$ cat src/rtl/pipe_hazard_ctrl_pkg.sv
// Shared types and widths for the pipeline hazard sequencer.
// State encoding is fixed so it can be read directly off a probe.
package pipe_ctrl_pkg;

  typedef enum logic [1:0] {
    ST_RUN      = 2'd0,
    ST_MEM_WAIT = 2'd1,
    ST_DRAIN    = 2'd2,
    ST_HALTED   = 2'd3
  } state_e;

  localparam int REG_ADDR_W  = 4;
  localparam int STALL_CNT_W = 16;

  function automatic logic reg_hit(input logic uses,
                                   input logic [REG_ADDR_W-1:0] src,
                                   input logic [REG_ADDR_W-1:0] dst);
    return uses && (src == dst);
  endfunction

endpackage

$ cat src/rtl/pipe_hazard_ctrl_if.sv
// Pipeline status in, stage enables/flushes out.
// master = hazard controller, slave = pipeline datapath.
interface pipe_hazard_ctrl_if;
  import pipe_ctrl_pkg::*;

  logic [REG_ADDR_W-1:0]  id_rs_addr;
  logic [REG_ADDR_W-1:0]  id_rt_addr;
  logic                   id_uses_rs;
  logic                   id_uses_rt;
  logic                   id_halt;
  logic [REG_ADDR_W-1:0]  ex_rd_addr;
  logic                   ex_mem_read;
  logic                   ex_reg_write;
  logic                   ex_redirect;
  logic                   mem_req;
  logic                   mem_ready;
  logic                   resume;
  logic                   stat_clr;

  logic                   pc_wen;
  logic                   ifid_wen;
  logic                   ifid_flush;
  logic                   idex_wen;
  logic                   idex_flush;
  logic                   exmem_wen;
  logic                   memwb_flush;
  logic                   halted;
  logic                   mem_err;
  logic [STALL_CNT_W-1:0] stall_count;

  modport master (
    input  id_rs_addr, id_rt_addr, id_uses_rs, id_uses_rt, id_halt,
           ex_rd_addr, ex_mem_read, ex_reg_write, ex_redirect,
           mem_req, mem_ready, resume, stat_clr,
    output pc_wen, ifid_wen, ifid_flush, idex_wen, idex_flush,
           exmem_wen, memwb_flush, halted, mem_err, stall_count
  );

  modport slave (
    output id_rs_addr, id_rt_addr, id_uses_rs, id_uses_rt, id_halt,
           ex_rd_addr, ex_mem_read, ex_reg_write, ex_redirect,
           mem_req, mem_ready, resume, stat_clr,
    input  pc_wen, ifid_wen, ifid_flush, idex_wen, idex_flush,
           exmem_wen, memwb_flush, halted, mem_err, stall_count
  );

endinterface

$ cat src/rtl/pipe_hazard_ctrl_sat_counter.sv
// Saturating up-counter with synchronous clear; sticks at all-ones.
// One-cycle update latency, no backpressure.
module sat_counter #(
  parameter int W = 16
) (
  input  logic         clk,
  input  logic         rst,
  input  logic         inc_i,
  input  logic         clr_i,
  output logic [W-1:0] cnt_o
);

  logic [W-1:0] cnt_q;

  always_ff @(posedge clk) begin
    if (!rst) begin
      cnt_q <= '0;
    end else if (clr_i) begin
      cnt_q <= '0;
    end else if (inc_i && (cnt_q != {W{1'b1}})) begin
      cnt_q <= cnt_q + W'(1);
    end
  end

  assign cnt_o = cnt_q;

endmodule

$ cat src/rtl/pipe_hazard_ctrl.sv
// Pipeline hazard sequencer: stage enables/flushes for load-use, redirect, mem wait, halt.
// Controls are combinational from registered state (same-cycle effect); memory wait freezes IF..EX.
module pipe_hazard_ctrl
  import pipe_ctrl_pkg::*;
#(
  parameter int unsigned MEM_TIMEOUT  = 255,
  parameter int unsigned DRAIN_CYCLES = 3,
  parameter bit          R0_HARDWIRED = 1'b1
) (
  input logic                clk,
  input logic                rst,
  pipe_hazard_ctrl_if.master bus
);

  localparam int TMO_W = (MEM_TIMEOUT < 1) ? 1 : $clog2(MEM_TIMEOUT + 1);
  localparam int DRN_W = (DRAIN_CYCLES < 2) ? 1 : $clog2(DRAIN_CYCLES);
  localparam logic [TMO_W:0]   TMO_LAST = (TMO_W + 1)'(MEM_TIMEOUT);
  localparam logic [DRN_W-1:0] DRN_LAST = DRN_W'(DRAIN_CYCLES - 1);

  state_e             state_q, state_d;
  state_e             ret_q, ret_d;
  state_e             eff_state;
  logic               mem_err_q, mem_err_d;
  logic [DRN_W-1:0]   dcnt_q, dcnt_d;
  logic [TMO_W-1:0]   tmo_cnt;
  logic [TMO_W:0]     tmo_next;
  logic [STALL_CNT_W-1:0] stall_cnt;

  logic mem_wait, load_use, r0_block;
  logic pc_wen, ifid_wen, ifid_flush, idex_wen, idex_flush, exmem_wen, memwb_flush;

  assign mem_wait = bus.mem_req && !bus.mem_ready && (state_q != ST_HALTED);
  assign r0_block = R0_HARDWIRED && (bus.ex_rd_addr == '0);
  assign load_use = bus.ex_mem_read && bus.ex_reg_write && !r0_block &&
                    (reg_hit(bus.id_uses_rs, bus.id_rs_addr, bus.ex_rd_addr) ||
                     reg_hit(bus.id_uses_rt, bus.id_rt_addr, bus.ex_rd_addr));

  // The mem_ready cycle is handled as if already back in the interrupted state.
  assign eff_state = (state_q == ST_MEM_WAIT) ? ret_q : state_q;
  assign tmo_next  = {1'b0, tmo_cnt} + (TMO_W + 1)'(1);

  always_comb begin
    pc_wen      = 1'b1;
    ifid_wen    = 1'b1;
    ifid_flush  = 1'b0;
    idex_wen    = 1'b1;
    idex_flush  = 1'b0;
    exmem_wen   = 1'b1;
    memwb_flush = 1'b0;
    state_d     = state_q;
    ret_d       = ret_q;
    dcnt_d      = dcnt_q;
    mem_err_d   = mem_err_q;

    if (state_q == ST_HALTED) begin
      pc_wen    = 1'b0;
      ifid_wen  = 1'b0;
      idex_wen  = 1'b0;
      exmem_wen = 1'b0;
      if (bus.resume && !mem_err_q) begin
        pc_wen     = 1'b1;
        ifid_flush = 1'b1;
        state_d    = ST_RUN;
      end
    end else if (mem_wait) begin
      pc_wen      = 1'b0;
      ifid_wen    = 1'b0;
      idex_wen    = 1'b0;
      exmem_wen   = 1'b0;
      memwb_flush = 1'b1;
      if (state_q != ST_MEM_WAIT) ret_d = state_q;
      state_d = ST_MEM_WAIT;
      if ((MEM_TIMEOUT != 0) && (tmo_next == TMO_LAST)) begin
        mem_err_d = 1'b1;
        state_d   = ST_HALTED;
        dcnt_d    = '0;
      end
    end else if (bus.ex_redirect) begin
      ifid_flush = 1'b1;
      idex_flush = 1'b1;
      state_d    = ST_RUN;
      dcnt_d     = '0;
    end else begin
      state_d = eff_state;
      if (load_use) begin
        pc_wen     = 1'b0;
        ifid_wen   = 1'b0;
        idex_flush = 1'b1;
      end
      // The halt is held in IF/ID from the detect cycle through the whole drain.
      if (eff_state == ST_DRAIN) begin
        pc_wen     = 1'b0;
        ifid_wen   = 1'b0;
        idex_flush = 1'b1;
        if (dcnt_q == DRN_LAST) begin
          state_d = ST_HALTED;
          dcnt_d  = '0;
        end else begin
          dcnt_d = dcnt_q + DRN_W'(1);
        end
      end else if (bus.id_halt && !load_use) begin
        pc_wen     = 1'b0;
        ifid_wen   = 1'b0;
        idex_flush = 1'b1;
        state_d    = ST_DRAIN;
        dcnt_d     = '0;
      end
    end

    if (!rst) begin
      pc_wen      = 1'b0;
      ifid_wen    = 1'b0;
      idex_wen    = 1'b0;
      exmem_wen   = 1'b0;
      ifid_flush  = 1'b1;
      idex_flush  = 1'b1;
      memwb_flush = 1'b1;
    end
  end

  always_ff @(posedge clk) begin
    if (!rst) begin
      state_q   <= ST_RUN;
      ret_q     <= ST_RUN;
      dcnt_q    <= '0;
      mem_err_q <= 1'b0;
    end else begin
      state_q   <= state_d;
      ret_q     <= ret_d;
      dcnt_q    <= dcnt_d;
      mem_err_q <= mem_err_d;
    end
  end

  sat_counter #(.W(TMO_W)) u_tmo_cnt (
    .clk   (clk),
    .rst   (rst),
    .inc_i (mem_wait),
    .clr_i (!mem_wait),
    .cnt_o (tmo_cnt)
  );

  sat_counter #(.W(STALL_CNT_W)) u_stall_cnt (
    .clk   (clk),
    .rst   (rst),
    .inc_i (!pc_wen && (state_q != ST_HALTED)),
    .clr_i (bus.stat_clr),
    .cnt_o (stall_cnt)
  );

  assign bus.pc_wen      = pc_wen;
  assign bus.ifid_wen    = ifid_wen;
  assign bus.ifid_flush  = ifid_flush;
  assign bus.idex_wen    = idex_wen;
  assign bus.idex_flush  = idex_flush;
  assign bus.exmem_wen   = exmem_wen;
  assign bus.memwb_flush = memwb_flush;
  assign bus.halted      = rst && (state_q == ST_HALTED);
  assign bus.mem_err     = rst && mem_err_q;
  assign bus.stall_count = rst ? stall_cnt : '0;

endmodule

$ cat src/flat_wrapper.sv
// flat-port wrapper written by rule: the top's interface ports become plain ports
module pipe_hazard_ctrl_flat import pipe_ctrl_pkg::*;
#(
  parameter int unsigned MEM_TIMEOUT  = 255,
  parameter int unsigned DRAIN_CYCLES = 3,
  parameter bit          R0_HARDWIRED = 1'b1
)
  (clk, rst, bus_id_rs_addr, bus_id_rt_addr, bus_id_uses_rs, bus_id_uses_rt, bus_id_halt, bus_ex_rd_addr, bus_ex_mem_read, bus_ex_reg_write, bus_ex_redirect, bus_mem_req, bus_mem_ready, bus_resume, bus_stat_clr, bus_pc_wen, bus_ifid_wen, bus_ifid_flush, bus_idex_wen, bus_idex_flush, bus_exmem_wen, bus_memwb_flush, bus_halted, bus_mem_err, bus_stall_count);
  pipe_hazard_ctrl_if bus_i ();
  input logic clk;
  input logic rst;
  input wire logic [$bits(bus_i.id_rs_addr)-1:0] bus_id_rs_addr;
  input wire logic [$bits(bus_i.id_rt_addr)-1:0] bus_id_rt_addr;
  input wire logic [$bits(bus_i.id_uses_rs)-1:0] bus_id_uses_rs;
  input wire logic [$bits(bus_i.id_uses_rt)-1:0] bus_id_uses_rt;
  input wire logic [$bits(bus_i.id_halt)-1:0] bus_id_halt;
  input wire logic [$bits(bus_i.ex_rd_addr)-1:0] bus_ex_rd_addr;
  input wire logic [$bits(bus_i.ex_mem_read)-1:0] bus_ex_mem_read;
  input wire logic [$bits(bus_i.ex_reg_write)-1:0] bus_ex_reg_write;
  input wire logic [$bits(bus_i.ex_redirect)-1:0] bus_ex_redirect;
  input wire logic [$bits(bus_i.mem_req)-1:0] bus_mem_req;
  input wire logic [$bits(bus_i.mem_ready)-1:0] bus_mem_ready;
  input wire logic [$bits(bus_i.resume)-1:0] bus_resume;
  input wire logic [$bits(bus_i.stat_clr)-1:0] bus_stat_clr;
  output wire logic [$bits(bus_i.pc_wen)-1:0] bus_pc_wen;
  output wire logic [$bits(bus_i.ifid_wen)-1:0] bus_ifid_wen;
  output wire logic [$bits(bus_i.ifid_flush)-1:0] bus_ifid_flush;
  output wire logic [$bits(bus_i.idex_wen)-1:0] bus_idex_wen;
  output wire logic [$bits(bus_i.idex_flush)-1:0] bus_idex_flush;
  output wire logic [$bits(bus_i.exmem_wen)-1:0] bus_exmem_wen;
  output wire logic [$bits(bus_i.memwb_flush)-1:0] bus_memwb_flush;
  output wire logic [$bits(bus_i.halted)-1:0] bus_halted;
  output wire logic [$bits(bus_i.mem_err)-1:0] bus_mem_err;
  output wire logic [$bits(bus_i.stall_count)-1:0] bus_stall_count;
  assign bus_i.id_rs_addr = bus_id_rs_addr;
  assign bus_i.id_rt_addr = bus_id_rt_addr;
  assign bus_i.id_uses_rs = bus_id_uses_rs;
  assign bus_i.id_uses_rt = bus_id_uses_rt;
  assign bus_i.id_halt = bus_id_halt;
  assign bus_i.ex_rd_addr = bus_ex_rd_addr;
  assign bus_i.ex_mem_read = bus_ex_mem_read;
  assign bus_i.ex_reg_write = bus_ex_reg_write;
  assign bus_i.ex_redirect = bus_ex_redirect;
  assign bus_i.mem_req = bus_mem_req;
  assign bus_i.mem_ready = bus_mem_ready;
  assign bus_i.resume = bus_resume;
  assign bus_i.stat_clr = bus_stat_clr;
  assign bus_pc_wen = bus_i.pc_wen;
  assign bus_ifid_wen = bus_i.ifid_wen;
  assign bus_ifid_flush = bus_i.ifid_flush;
  assign bus_idex_wen = bus_i.idex_wen;
  assign bus_idex_flush = bus_i.idex_flush;
  assign bus_exmem_wen = bus_i.exmem_wen;
  assign bus_memwb_flush = bus_i.memwb_flush;
  assign bus_halted = bus_i.halted;
  assign bus_mem_err = bus_i.mem_err;
  assign bus_stall_count = bus_i.stall_count;
  pipe_hazard_ctrl #(.MEM_TIMEOUT(MEM_TIMEOUT), .DRAIN_CYCLES(DRAIN_CYCLES), .R0_HARDWIRED(R0_HARDWIRED)) u_core (.clk(clk), .rst(rst), .bus(bus_i));
endmodule
$ cat config.mk
export PLATFORM = sky130hd
export DESIGN_NAME = pipe_hazard_ctrl_flat
export DESIGN_NICKNAME = d
export VERILOG_FILES = /design/src/rtl/pipe_hazard_ctrl_pkg.sv /design/src/rtl/pipe_hazard_ctrl_if.sv /design/src/rtl/pipe_hazard_ctrl_sat_counter.sv /design/src/rtl/pipe_hazard_ctrl.sv /design/src/flat_wrapper.sv
export SDC_FILE = /design/constraint.sdc
export NUM_CORES = 1
export LEC_CHECK = 0
export CAP_MARGIN = 10
export CELL_PAD_IN_SITES_DETAIL_PLACEMENT = 0
export CELL_PAD_IN_SITES_GLOBAL_PLACEMENT = 1
export CORE_MARGIN = 2
export CORE_UTILIZATION = 36
export CTS_CLUSTER_SIZE = 10
export DETAILED_ROUTE_END_ITERATION = 10
export GPL_TIMING_DRIVEN = 0
export PLACE_DENSITY_LB_ADDON = 0.1
export SYNTH_ARGS = -nofsm -noshare
export SYNTH_HDL_FRONTEND = slang
export SYNTH_SLANG_ARGS = --single-unit
$ cat constraint.sdc
create_clock -name clk -period 2.7 [get_ports clk]
set_input_delay 0.54 -clock clk [delete_from_list [all_inputs] [get_ports clk]]
set_output_delay 0.54 -clock clk [all_outputs]
set_load 0.01 [all_outputs]
==> flow_summary.toml <==
[outcome]
status = "completed"

[floorplan]
io_pins = 49
die_x_um = 80
core_region_area_um2 = 5540
start_util_pct = 37.53
dieArea_um2 = 6400
rows = 27
die_h_um = 80

[timing]
tightestPinTransition_ps = 493.2
final_max_slew_viol_count = 0
fmax_ghz = 0.3826
min_period_over_period_pct = 96.81
fin_skew_ps = 8.703
fin_ws_ps = 86.08
setup_tns_ps = 0
relSlewSlack_pct = 66.27
setup_viol = 0
hold_ws_ps = 442.8
rsz0062_at_grt = "no"
hold_violations = 0
period_needed_ps = 2614

[clocking]
clock_sinks = 31
cts.path.max_buffers = 2
clk_pin_slew_ps = 60
cts_made_buffers = 5
insertion_delay_ps = 290
htree_levels = 2
root_buffer = "clkbuf_8"
cts_tree = "done"

[yosys]
synth-edff-count = 0
ys_ff_latch = 31
synth_nets = 282
synth.yosys.seq_area_share_pct = 29.84
synth_cells = 255
postSynthAreaPerCell_um2 = 8.155
async_flop_share_pct = 0
ys_warn_count = 0
syn_area_um2 = 2079
synthFlopType = "dfxtp_1"
synth.distinct_cells = 46

[global_routing]
antenna_found_initial = 0
gr-total-overflow = 0
grt_pass1_wl_um = 8507
grt_start_max_net_pins = 12
grt_usage_pct = 17.05
grt_pass1_vias = 1744

[critical_path]
crit_fanout = 3
end_kind = "output port"
rrSetupSlack_ps = 610
required_ps = 2160
worstSetupPathType = "input port to output port"
cp.arrival_ps = 2070
critPathLaunchType = "input port"

[finish]
antenna_cells = 0
layout_commonest_cell = "clkdlybuf4s50_1"
synthToLayoutAreaGrowth_pct = 34.78
seq_area_um2 = 620.6
multi_input_area_um2 = 1364
post-route-util_pct = 50.59
fin_nets = 339
final_cell_mix = "clkdlybuf4s50_1 (33), dfxtp_1 (31), nand2_1 (30)"
post_route_cells_drive_above_1_share_pct = 13.42
fillers = 563

[route]
drc = 0
wl_per_cell_um = 13.63
vias = 1940
first_pass_iters = 4
vias_per_cell = 5.039
drt-initial-drc-count = 104
wirelength_um = 5247
ant_nets = 0

[power]
powerDensity_nw_per_um2 = 370.8
leakagePower_uw = 0.001087
irDropWorstVdd_mv = 0.2547

[flow_run]
max-cap-violations = 0

[min_path]
min_path_type = "flip-flop to flip-flop"

[placed_design]
portBuffers = 48
place_congestion = 0.8289
place_worst_setup_slack_ps = -871.8
dp_hpwl_um = 3752
==> power by group <==
group	internal (uW)	total, uW	switching (uW)	leakage (uW)
Sequential	468	476	8.03	0.000251
Combinational	99.5	196	96.7	0.000795
Clock	180	367	187	0.0000412
==> flip-flops by register name, indices dropped and copies added (netlist names) <==
register,count
u_core.u_stall_cnt.cnt_o,16
u_core.u_tmo_cnt.cnt_o,8
u_core.dcnt_q,2
u_core.ret_q,2
u_core.state_q,2
u_core.mem_err_q,1
==> worst max-delay path: stages <==
cell and delay (ps):
clkdlybuf4s15_1 230, nor4_2 250, nor2_1 110, and4_4 200
nor4_4 310, o21a_1 190, o21bai_1 110, buf_2 150
==> logic make-up (layout without fill, tap and decap cells) <==
| family | after synthesis | after routing | share of synthesized area, % |
|---|---|---|---|
| and+or+nand+nor | 128 | 128 | 35.32 |
| buffers and inverters | 18 | 76 | 6.198 |
| muxes | 16 | 16 | 7.701 |
| DFF | 31 | 31 | 29.84 |
| adders and majority gates | 3 | 3 | 1.805 |
| AOI/OAI and AO/OA | 45 | 45 | 13.24 |
| xor gates and xnor gates | 14 | 14 | 5.897 |
==> final timing paths <==
| check | start | end | cells past startpoint |
|---|---|---|---|
| max | bus_ex_rd_addr[3] | bus_pc_wen | 8 |
| min | u_core.ret_q[0] | u_core.ret_q[0] | 2 |
| max reg2reg | u_core.state_q[0] | u_core.u_stall_cnt.cnt_o[9] | 8 |
| min reg2reg | u_core.ret_q[0] | u_core.ret_q[0] | 2 |
==> metal layers <==
layer	up-vias	track usage (%)	share of wire, %
met5	-	0	0
met2	47	26.25	43
met4	0	5.085	0.44
li1	1014	-	-
met3	2	4.186	5.5
met1	877	23.45	51
==> what timing repair did <==
action / CTS / global route
setup buffers: 3 / 1
cloned: 0 / 0
hold buffers: 0 / 0
gates resized for setup: 29 / 19
pin swaps: 6 / 8
setup endpoints to repair: 21 / 15
==> synthesized netlist by cell type (2+ instances only) <==
cell      number  share of area [%]
buf_2          4               0.96
o21a_1         2               0.72
xnor2_1        7                2.9
a41oi_1        3                1.3
nand3_1       10                2.4
and3_4         2                1.1
a21boi_0       2               0.72
inv_1          3               0.54
clkbuf_1       7                1.3
nor2_1        12                2.2
nor3_1         2               0.48
o21ai_0        9                2.2
and4_1         2               0.84
nand4_1       10                3.0
a211oi_1       3                1.1
nand2_1       30                5.4
and2_1        18                5.4
mux2i_1       16                7.7
a21oi_1       20                4.8
o21bai_1       2               0.72
ha_1           3                1.8
xor2_1         7                2.9
nor2b_1        4                1.2
nand2b_1      17                5.1
and3_1         7                2.1
nand4b_1       3                1.3
dfxtp_1       31                 30
==> stage by stage <==
stage / power, uW / instances / area (um2)
floorplan: 591.1 / 255 / 2079
detailed placement: 674.7 / 375 / 2650
global route: 1096 / 385 / 2803
finish: 1039 / 385 / 2803
global placement: 674.8 / 375 / 2650
CTS: 1050 / 384 / 2765
==> final cells by class <==
class / count / area share [%]
Buffer: 13 / 4.554
Clock buffer: 6 / 2.589
Clock inverter: 2 / 0.4464
Inverter: 3 / 0.4018
Multi-Input combinational cell: 206 / 48.66
Sequential cell: 31 / 22.14
Tap cell: 72 / 3.214
Timing Repair Buffer: 52 / 17.99
Power figures use the tool's default switching activity.
